<file path="src/rtl/stack_ctrl_if.sv">
// stack_ctrl_if: control bundle between stack_ctrl and the stack-processor datapath.
//   master (controller): receives opcode/tos_zero, drives every control strobe,
//                        plus err and depth from the occupancy guard.
//   slave  (datapath):   the mirror image.
// Signals:
//   opcode[2:0]   IR opcode field          tos_zero      stack Dout == 0
//   ir_wr, pc_wr, pc_src                   IR load, PC load, PC source (0 PC+1, 1 IR addr)
//   mem_rd, mem_wr, i_or_d                 memory strobes, address source (0 PC, 1 IR addr)
//   stk_push, stk_pop, stk_tos             Stack block strobes
//   a_wr, b_wr                             ALU operand register loads
//   alu_op[1:0]   00 ADD 01 SUB 10 AND 11 NOT
//   din_src       stack Din source (0 MDR, 1 ALU)
//   err           guard trap flag          depth[DEPTH_W-1:0] stack occupancy
interface stack_ctrl_if #(
    parameter int unsigned DEPTH_W = 4
) ();
    logic [2:0]         opcode;
    logic               tos_zero;
    logic               ir_wr;
    logic               pc_wr;
    logic               pc_src;
    logic               mem_rd;
    logic               mem_wr;
    logic               i_or_d;
    logic               stk_push;
    logic               stk_pop;
    logic               stk_tos;
    logic               a_wr;
    logic               b_wr;
    logic [1:0]         alu_op;
    logic               din_src;
    logic               err;
    logic [DEPTH_W-1:0] depth;

    modport master (
        input  opcode, tos_zero,
        output ir_wr, pc_wr, pc_src, mem_rd, mem_wr, i_or_d,
        output stk_push, stk_pop, stk_tos, a_wr, b_wr, alu_op, din_src, err, depth
    );

    modport slave (
        output opcode, tos_zero,
        input  ir_wr, pc_wr, pc_src, mem_rd, mem_wr, i_or_d,
        input  stk_push, stk_pop, stk_tos, a_wr, b_wr, alu_op, din_src, err, depth
    );
endinterface

</file>
<file path="src/rtl/stack_ctrl.sv">
// stack_ctrl: multi-cycle Moore control unit for the stack processor. Sequences fetch,
// decode, stack pops/pushes, ALU operand latching, memory access and jumps, one
// instruction at a time. Drives control strobes only; data stays in the datapath.
// Ports:
//   clk  rising-edge clock
//   rst  synchronous active-high reset; while high every output (depth, err too) is 0
//   bus  stack_ctrl_if.master: opcode/tos_zero in, control strobes, err, depth out
// Build option:
//   STACK_CTRL_GUARD_EN  builds the occupancy counter, the DECODE-time overflow/underflow
//                        check and the TRAP state. Undefined: depth and err are tied to 0.
module stack_ctrl #(
    parameter int unsigned DEPTH   = 8,
    parameter int unsigned DEPTH_W = 4
) (
    input logic          clk,
    input logic          rst,
    stack_ctrl_if.master bus
);

    localparam logic [2:0] OpAdd  = 3'b000;
    localparam logic [2:0] OpSub  = 3'b001;
    localparam logic [2:0] OpAnd  = 3'b010;
    localparam logic [2:0] OpNot  = 3'b011;
    localparam logic [2:0] OpPush = 3'b100;
    localparam logic [2:0] OpPop  = 3'b101;
    localparam logic [2:0] OpJmp  = 3'b110;
    localparam logic [2:0] OpJz   = 3'b111;

    // The occupancy counter must be able to represent DEPTH itself.
    if (DEPTH >= (32'd1 << DEPTH_W)) begin : g_cfg_check
        $error("stack_ctrl: DEPTH does not fit in DEPTH_W bits");
    end

    typedef enum logic [3:0] {
        StFetch, StDecode, StPopA, StLatchA, StPopB, StLatchB, StExec,
        StMemRd, StPushWr, StMemWr, StJump, StTosRd, StJzTest
`ifdef STACK_CTRL_GUARD_EN
        , StTrap
`endif
    } state_e;

    state_e state_q, state_d;
    logic   guard_viol;

    logic ir_wr, pc_wr, pc_src, mem_rd, mem_wr, i_or_d;
    logic stk_push, stk_pop, stk_tos, a_wr, b_wr, din_src;
    logic [1:0] alu_op;

`ifdef STACK_CTRL_GUARD_EN
    logic [DEPTH_W-1:0] depth_q, depth_d;

    always_comb begin
        guard_viol = 1'b0;
        case (bus.opcode)
            OpAdd, OpSub, OpAnd: guard_viol = (depth_q < DEPTH_W'(2));
            OpNot, OpPop, OpJz:  guard_viol = (depth_q == '0);
            OpPush:              guard_viol = (depth_q >= DEPTH_W'(DEPTH));
            default:             guard_viol = 1'b0;
        endcase
    end

    always_comb begin
        depth_d = depth_q;
        if (stk_push) begin
            depth_d = depth_q + 1'b1;
        end else if (stk_pop) begin
            depth_d = depth_q - 1'b1;
        end
    end

    always_ff @(posedge clk) begin
        if (rst) begin
            depth_q <= '0;
        end else begin
            depth_q <= depth_d;
        end
    end

    assign bus.depth = rst ? '0 : depth_q;
    assign bus.err   = !rst && (state_q == StTrap);
`else
    assign guard_viol = 1'b0;
    assign bus.depth  = '0;
    assign bus.err    = 1'b0;
`endif

    // Next-state logic.
    always_comb begin
        state_d = state_q;
        case (state_q)
            StFetch:  state_d = StDecode;
            StDecode: begin
                case (bus.opcode)
                    OpPush:  state_d = StMemRd;
                    OpJmp:   state_d = StJump;
                    OpJz:    state_d = StTosRd;
                    default: state_d = StPopA;
                endcase
`ifdef STACK_CTRL_GUARD_EN
                if (guard_viol) state_d = StTrap;
`endif
            end
            StPopA:   state_d = StLatchA;
            StLatchA: begin
                case (bus.opcode)
                    OpNot:   state_d = StExec;
                    OpPop:   state_d = StMemWr;
                    default: state_d = StPopB;
                endcase
            end
            StPopB:   state_d = StLatchB;
            StLatchB: state_d = StExec;
            StExec:   state_d = StFetch;
            StMemRd:  state_d = StPushWr;
            StPushWr: state_d = StFetch;
            StMemWr:  state_d = StFetch;
            StJump:   state_d = StFetch;
            StTosRd:  state_d = StJzTest;
            StJzTest: state_d = StFetch;
`ifdef STACK_CTRL_GUARD_EN
            StTrap:   state_d = StTrap;
`endif
            default:  state_d = StFetch;
        endcase
    end

    always_ff @(posedge clk) begin
        if (rst) begin
            state_q <= StFetch;
        end else begin
            state_q <= state_d;
        end
    end

    // Moore output decode; gated by rst so even the FETCH strobes stay low during reset.
    always_comb begin
        ir_wr    = 1'b0;
        pc_wr    = 1'b0;
        pc_src   = 1'b0;
        mem_rd   = 1'b0;
        mem_wr   = 1'b0;
        i_or_d   = 1'b0;
        stk_push = 1'b0;
        stk_pop  = 1'b0;
        stk_tos  = 1'b0;
        a_wr     = 1'b0;
        b_wr     = 1'b0;
        alu_op   = 2'b00;
        din_src  = 1'b0;
        if (!rst) begin
            case (state_q)
                StFetch: begin
                    mem_rd = 1'b1;
                    ir_wr  = 1'b1;
                    pc_wr  = 1'b1;
                end
                StPopA, StPopB: stk_pop = 1'b1;
                StLatchA:       a_wr    = 1'b1;
                StLatchB:       b_wr    = 1'b1;
                StExec: begin
                    stk_push = 1'b1;
                    din_src  = 1'b1;
                    alu_op   = bus.opcode[1:0];
                end
                StMemRd: begin
                    mem_rd = 1'b1;
                    i_or_d = 1'b1;
                end
                StPushWr: stk_push = 1'b1;
                StMemWr: begin
                    mem_wr = 1'b1;
                    i_or_d = 1'b1;
                end
                StJump: begin
                    pc_wr  = 1'b1;
                    pc_src = 1'b1;
                end
                StTosRd: stk_tos = 1'b1;
                StJzTest: begin
                    pc_src = 1'b1;
                    pc_wr  = bus.tos_zero;
                end
                default: ;
            endcase
        end
    end

    assign bus.ir_wr    = ir_wr;
    assign bus.pc_wr    = pc_wr;
    assign bus.pc_src   = pc_src;
    assign bus.mem_rd   = mem_rd;
    assign bus.mem_wr   = mem_wr;
    assign bus.i_or_d   = i_or_d;
    assign bus.stk_push = stk_push;
    assign bus.stk_pop  = stk_pop;
    assign bus.stk_tos  = stk_tos;
    assign bus.a_wr     = a_wr;
    assign bus.b_wr     = b_wr;
    assign bus.alu_op   = alu_op;
    assign bus.din_src  = din_src;

endmodule

</file>
<file path="src/flat_wrapper.sv">
// flat-port wrapper written by rule: the top's interface ports become plain ports
module stack_ctrl_flat 
#(
    parameter int unsigned DEPTH   = 8,
    parameter int unsigned DEPTH_W = 4
)
  (clk, rst, bus_opcode, bus_tos_zero, bus_ir_wr, bus_pc_wr, bus_pc_src, bus_mem_rd, bus_mem_wr, bus_i_or_d, bus_stk_push, bus_stk_pop, bus_stk_tos, bus_a_wr, bus_b_wr, bus_alu_op, bus_din_src, bus_err, bus_depth);
  stack_ctrl_if #(.DEPTH_W(DEPTH_W)) bus_i ();
  input logic clk;
  input logic rst;
  input wire logic [$bits(bus_i.opcode)-1:0] bus_opcode;
  input wire logic [$bits(bus_i.tos_zero)-1:0] bus_tos_zero;
  output wire logic [$bits(bus_i.ir_wr)-1:0] bus_ir_wr;
  output wire logic [$bits(bus_i.pc_wr)-1:0] bus_pc_wr;
  output wire logic [$bits(bus_i.pc_src)-1:0] bus_pc_src;
  output wire logic [$bits(bus_i.mem_rd)-1:0] bus_mem_rd;
  output wire logic [$bits(bus_i.mem_wr)-1:0] bus_mem_wr;
  output wire logic [$bits(bus_i.i_or_d)-1:0] bus_i_or_d;
  output wire logic [$bits(bus_i.stk_push)-1:0] bus_stk_push;
  output wire logic [$bits(bus_i.stk_pop)-1:0] bus_stk_pop;
  output wire logic [$bits(bus_i.stk_tos)-1:0] bus_stk_tos;
  output wire logic [$bits(bus_i.a_wr)-1:0] bus_a_wr;
  output wire logic [$bits(bus_i.b_wr)-1:0] bus_b_wr;
  output wire logic [$bits(bus_i.alu_op)-1:0] bus_alu_op;
  output wire logic [$bits(bus_i.din_src)-1:0] bus_din_src;
  output wire logic [$bits(bus_i.err)-1:0] bus_err;
  output wire logic [$bits(bus_i.depth)-1:0] bus_depth;
  assign bus_i.opcode = bus_opcode;
  assign bus_i.tos_zero = bus_tos_zero;
  assign bus_ir_wr = bus_i.ir_wr;
  assign bus_pc_wr = bus_i.pc_wr;
  assign bus_pc_src = bus_i.pc_src;
  assign bus_mem_rd = bus_i.mem_rd;
  assign bus_mem_wr = bus_i.mem_wr;
  assign bus_i_or_d = bus_i.i_or_d;
  assign bus_stk_push = bus_i.stk_push;
  assign bus_stk_pop = bus_i.stk_pop;
  assign bus_stk_tos = bus_i.stk_tos;
  assign bus_a_wr = bus_i.a_wr;
  assign bus_b_wr = bus_i.b_wr;
  assign bus_alu_op = bus_i.alu_op;
  assign bus_din_src = bus_i.din_src;
  assign bus_err = bus_i.err;
  assign bus_depth = bus_i.depth;
  stack_ctrl #(.DEPTH(DEPTH), .DEPTH_W(DEPTH_W)) u_core (.clk(clk), .rst(rst), .bus(bus_i));
endmodule
</file>
<file path="config.mk">
export PLATFORM = sky130hd
export DESIGN_NAME = stack_ctrl_flat
export DESIGN_NICKNAME = d
export VERILOG_FILES = /design/src/rtl/stack_ctrl_if.sv /design/src/rtl/stack_ctrl.sv /design/src/flat_wrapper.sv
export SDC_FILE = /design/constraint.sdc
export NUM_CORES = 1
export LEC_CHECK = 0
export CAP_MARGIN = 15
export CORE_UTILIZATION = 35
export CTS_BUF_LIST = sky130_fd_sc_hd__clkbuf_16
export DETAILED_ROUTE_END_ITERATION = 12
export PLACE_DENSITY_LB_ADDON = 0.1
export REMOVE_ABC_BUFFERS = 1
export SLEW_MARGIN = 20
export SYNTH_ARGS = -nofsm -noshare
export SYNTH_HDL_FRONTEND = slang
export SYNTH_SLANG_ARGS = --single-unit
</file>
<file path="constraint.sdc">
create_clock -name clk -period 3.45 [get_ports clk]
set_input_delay 0.5175 -clock clk [delete_from_list [all_inputs] [get_ports clk]]
set_output_delay 0.5175 -clock clk [all_outputs]
set_load 0.005 [all_outputs]
</file>
==> results.json, run 1 <==
{
  "synth_cell_types": 39,
  "yosysMostFrequentCell": "nor2_1",
  "p_int_uw": 246.5,
  "power_frac_comb_pct": 25.1,
  "cts.path.max_buffers": 2,
  "fin_crit_ns": 2.749,
  "synth_compound_area_share_pct": 21.77,
  "nets": 92,
  "boundaryPins": 25,
  "hold_path.class": "flip-flop to flip-flop",
  "crit_path_frequent_cell": "clkdlybuf4s50_1",
  "wl_mm": 1.194,
  "place_congestion": 0.7480,
  "numCtsBuffers": 3,
  "io_buffers": 19,
  "power_leakage_nw": 0.2896,
  "postCtsSetupBuffers": 0,
  "drtIter0Drc": 9,
  "min_period_over_period_pct": 79.69,
  "synth_edf_count": 0,
  "cts_tree": "done",
  "synth_top_family_by_area": "simple AND/OR/NAND/NOR gates",
  "slew_headroom_pct": 59.23,
  "synth_fa_ha_area_share_pct": 0,
  "largest_reg_flops": 4,
  "synthTopCellsByArea": "dfxtp_1, buf_4, nor4_1, a211oi_1, buf_6",
  "grt_pass1_vias": 419,
  "dp_slack_ns": 0.7196,
  "rows": 13,
  "synthSimpleGateAreaFrac_pct": 41.50,
  "synth-seq-cells": 4,
  "crit_chain": "clkdlybuf4s50_1 -> or2_1 -> nor4_1 -> clkdlybuf4s50_1",
  "core_um2": 1383,
  "rsz0062_at_grt": "false",
  "antenna_found_initial": 0,
  "dp_cells": 96,
  "routed_via_density": 5.354,
  "postLayoutCoreUtil_pct": 55.29,
  "reg_top3": "u_core.state_q x4",
  "worst_pin_slew_ns": 0.6107,
  "cp_data_required_time_ns": 2.93,
  "finalSetupViolations": 0,
  "crit_path_max_fanout": 10,
  "syn-cell-area_um2": 551.8,
  "dieArea_um2": 1739,
  "irDropWorstVdd_mv": 0.2728,
  "grt_pass1_wl_mm": 1.890,
  "endpoint_kind": "output pin",
  "clock_power_share_pct": 53.4,
  "cts-root-buf": "clkbuf_16",
  "synth_ff_type": "dfxtp_1",
  "powerDensity_nw_per_um2": 430.8,
  "drcViolationCount": 0,
  "setup_tns_ns": 0,
  "cp_slowest_cell": "clkdlybuf4s50_1",
  "synth-seq-area-share_pct": 14.51,
  "hpwl_um": 813,
  "fmax_mhz": 363.7,
  "syn_area_per_cell_um2": 7.997,
  "postRouteAntennaNets": 0,
  "synth.top_cell.area_share_pct": 14.51,
  "worstPathArrival_ns": 2.23,
  "die_w_um": 41.71,
  "crit_type": "input pin to output pin",
  "start_util_pct": 39.91,
  "hold_viol_final": 0,
  "synth_xor_area_share_pct": 3.175,
  "synth_cells": 69,
  "grt_max_degree": 20,
  "cap_viol_max_count": 0,
  "overflow": 0,
  "synth_mux_area_share_pct": 0,
  "placed_area_um2": 689.4,
  "synthArstFlopShare_pct": 0,
  "max_stage_delay_ns": 0.59,
  "h-tree-depth": 1,
  "cts_resized": 0,
  "clk-insertion-delay-late_ns": 0.22,
  "seq_power_share_pct": 21.5,
  "synth.largest_area_cell": "dfxtp_1",
  "slew_viol_final": 0,
  "vias": 530,
  "diodes": 0,
  "largest_register": "u_core.state_q",
  "n_fill_cell": 144,
  "ys.warnings.count": 0,
  "fp.dieH_um": 41.71,
  "finalClockSkew_ns": 0.0002174,
  "startpoint_type": "input pin",
  "drive_gt1_share_pct": 16.67,
  "final_cells": 99,
  "switchingPower_uw": 82.89,
  "cts_sinks": 4,
  "post_drt_wl_per_cell_um": 12.06,
  "outcome": "complete, no violations",
  "finalPower_uw": 329.4,
  "area_delta_synth_final_pct": 38.55,
  "clk_pin_slew_ns": 0.03,
  "grt_usage_pct": 14.25,
  "setup_ws_ns": 0.7006,
  "swShare_pct": 25.17,
  "first_pass_iters": 4,
  "timing.hold.ws_ns": 0.7934,
  "finalInstanceArea_um2": 764.5,
  "yosys-top-cells-count": "nor2_1, buf_4, nor4_1",
  "cts_hold_buffers": 0
}
path summary, 6_finish.rpt:
check / startpoint / endpoint / slack [ns] / depth (start not counted)
setup / recovery: rst / bus_ir_wr / 0.70 / 4
setup reg to reg: u_core.state_q[1] / u_core.state_q[2] / 2.04 / 3
hold / removal: u_core.state_q[2] / u_core.state_q[2] / 0.79 / 2
hold reg to reg: u_core.state_q[2] / u_core.state_q[2] / 0.79 / 2
layout make-up:
type                    instances  area [µm²]  share of cell area, %
clock buffers                   3       75.07                  9.820
inverters                       2       7.507                 0.9820
flip-flops and latches          4       80.08                  10.47
well taps                      15       18.77                  2.455
multi-input cells              55       385.4                  50.41
repair buffers                 20       197.7                  25.86
power groups by stage:
stage                     clock [mW]  sequential [mW]  combinational [mW]
after floorplan                    0           0.0687              0.0463
after global placement             0           0.0716              0.0819
after detailed placement           0           0.0709              0.0821
after CTS                      0.178           0.0702              0.0831
after global routing           0.185           0.0726              0.0901
final                          0.176           0.0708              0.0826
cells in the final DEF (no fill, tap or decap), drive strengths merged, types with 2 or more instances in the layout:
cell type / instances
and3b: 2
nor4: 5
dfxtp: 4
nand3: 2
nand3b: 2
a21o: 2
nor4bb: 2
nor3: 3
a21oi: 2
inv: 2
clkbuf: 3
a211oi: 4
nor2: 6
conb: 5
clkdlybuf4s50: 19
nor2b: 2
and2: 2
worst max-delay path, delay by kind of cell:
kind / cells / cell delay (ns)
buf+inv: 2 / 1.13
simple gates: 2 / 0.57
kinds of logic after synthesis:
family,after synthesis
AND/OR/NAND/NOR,34
XOR/XNOR,2
other,1
flip-flops,4
buffers and inverters,14
AO/OA/AOI/OAI,14
routing by layer:
metal	vias to the layer above	global-route usage, %	wire (µm)
met5	-	0	0
met4	0	7.742	0
met1	239	18.90	592
met3	0	5.217	36
li1	274	-	-
met2	17	19.69	565
No activity file was read; power rests on OpenSTA's default activity.
==> run 2, diff against run 1 <==
==> constraint.sdc (replaced) <==
create_clock -name clk -period 2.86 [get_ports clk]
set_input_delay 0.429 -clock clk [delete_from_list [all_inputs] [get_ports clk]]
set_output_delay 0.429 -clock clk [all_outputs]
set_load 0.005 [all_outputs]
==> results.json, run 2 (synthesized netlist as in run 1, its figures left out) <==
{
  "outcome": "complete, no violations",
  "h-tree-depth": 1,
  "hold_path_end": "u_core.state_q[3]",
  "largest_reg_flops": 4,
  "clk_pin_slew_ns": 0.03,
  "cp_data_required_time_ns": 2.43,
  "rows": 13,
  "overflow": 0,
  "place_congestion": 0.7104,
  "grt_max_degree": 17,
  "first_pass_iters": 2,
  "finalSetupViolations": 0,
  "grt_pass1_vias": 467,
  "setup_tns_ns": 0,
  "grt_usage_pct": 14.89,
  "start_util_pct": 39.91,
  "hpwl_um": 806,
  "worstHoldPathCells": 3,
  "cts_sinks": 4,
  "postRouteAntennaNets": 0,
  "wl_mm": 1.157,
  "cap_viol_max_count": 0,
  "r2r_end": "u_core.state_q[2]",
  "endpoint_kind": "output pin",
  "startpoint_type": "input pin",
  "dp_cells": 98,
  "cts-root-buf": "clkbuf_16",
  "antenna_found_initial": 0,
  "critical-path-top-delay-family": "buffers and inverters",
  "drive_gt1_share_pct": 18.60,
  "min_period_over_period_pct": 86.94,
  "grt_pass1_wl_mm": 2.028,
  "final_cells": 101,
  "core_um2": 1383,
  "cts_tree": "done",
  "hold_viol_final": 0,
  "boundaryPins": 25,
  "fin_crit_ns": 2.487,
  "rsz0062_at_grt": "false",
  "largest_register": "u_core.state_q",
  "slew_viol_final": 0,
  "cts_resized": 0,
  "reg2regPathDepth": 4,
  "max_stage_delay_ns": 0.55,
  "drcViolationCount": 0,
  "crit_chain": "clkdlybuf4s50_1 -> or2_1 -> nor4_1 -> clkdlybuf4s50_1",
  "diodes": 0,
  "worstHoldStart": "u_core.state_q[0]",
  "nets": 94,
  "grt_use_met3_pct": 5.217,
  "worstPathArrival_ns": 2.06,
  "dieArea_um2": 1739,
  "hold_path.class": "flip-flop to flip-flop",
  "grt-busiest-layer": "met2",
  "worst_r2r_startpoint": "u_core.state_q[0]",
  "rrSetupSlack_ns": 1.48,
  "irDropWorstVdd_mv": 0.4130,
  "die_w_um": 41.71,
  "drtIter0Drc": 8,
  "power_leakage_nw": 0.2996,
  "crit_path_frequent_cell": "clkdlybuf4s50_1",
  "cts.path.max_buffers": 2,
  "io_buffers": 19,
  "layout.cells.most_common": "clkdlybuf4s50_1",
  "grtUsageMet2_pct": 22.19,
  "clk-insertion-delay-late_ns": 0.22,
  "numCtsBuffers": 3,
  "fmax_mhz": 402.2,
  "crit_type": "input pin to output pin",
  "layout_common_cells": "clkdlybuf4s50_1, nor2_1, nor4_1, conb_1, dfxtp_1",
  "fp.dieH_um": 41.71,
  "powerDensity_nw_per_um2": 514.8,
  "reg_top3": "u_core.state_q x4",
  "postCtsSetupBuffers": 0,
  "cp_slowest_cell": "clkdlybuf4s50_1",
  "post_drt_wl_per_cell_um": 11.46,
  "grt.met1_usage_pct": 20.26,
  "path_buf_inv": 2,
  "cts_hold_buffers": 0,
  "finalClockSkew_ns": 0.001274,
  "routed_via_density": 5.178,
  "area_delta_synth_final_pct": 41.27,
  "vias": 523,
  "crit_path_max_fanout": 8
}
## run 2: worst reg2reg max path, delay by kind of cell (launching register included)
kind	cells	cell delay [ns]
DFF	1	0.49
AOI/OAI and AO/OA	2	0.35
buffers and inverters	1	0.24
and+or+nand+nor	1	0.21
## run 2: cell type report
| type | count | area, µm² |
|---|---|---|
| fillers | 131 | 603.1 |
| multi-input cells | 55 | 385.4 |
| repair buffers | 22 | 212.7 |
| flip-flops and latches | 4 | 80.08 |
| clock buffers | 3 | 75.07 |
| well taps | 15 | 18.77 |
| inverters | 2 | 7.507 |
## run 2: metrics by stage
stage          worst slack (ns)  utilization (%)  instance area (µm²)  power [mW]  hold WS (ns)
2_1_floorplan             1.231                -                473.0      0.1387        0.5020
3_3_place_gp             0.4334            50.95                704.4      0.1885        0.7866
3_5_place_dp             0.4088            50.95                704.4      0.1876        0.7807
4_1_cts                  0.4068            56.38                779.5      0.4037        0.7904
5_1_grt                  0.2384            56.38                779.5      0.4255        0.8536
6_report                 0.3735            56.38                779.5      0.4013        0.7849
## run 2: worst max path at each step
stage                 startpoint             to  depth (start not counted)
6_report                     rst      bus_ir_wr                          4
5_1_grt                      rst      bus_ir_wr                          4
4_1_cts                      rst      bus_ir_wr                          4
3_5_place_dp                 rst      bus_ir_wr                          4
3_3_place_gp                 rst  bus_alu_op[1]                          5
2_1_floorplan  u_core.state_q[1]  bus_alu_op[0]                          3
## run 2: where the power goes
part	internal (mW)	switching, mW	total, mW
clock	0.178	0.0357	0.214
sequential	0.0624	0.0168	0.0792
combinational	0.0600	0.0481	0.108
## run 2: routing by layer
layer	vias up	part of all wire, %
met5	-	0
met2	17	44
met3	0	3.7
met4	0	0
li1	273	-
met1	233	53
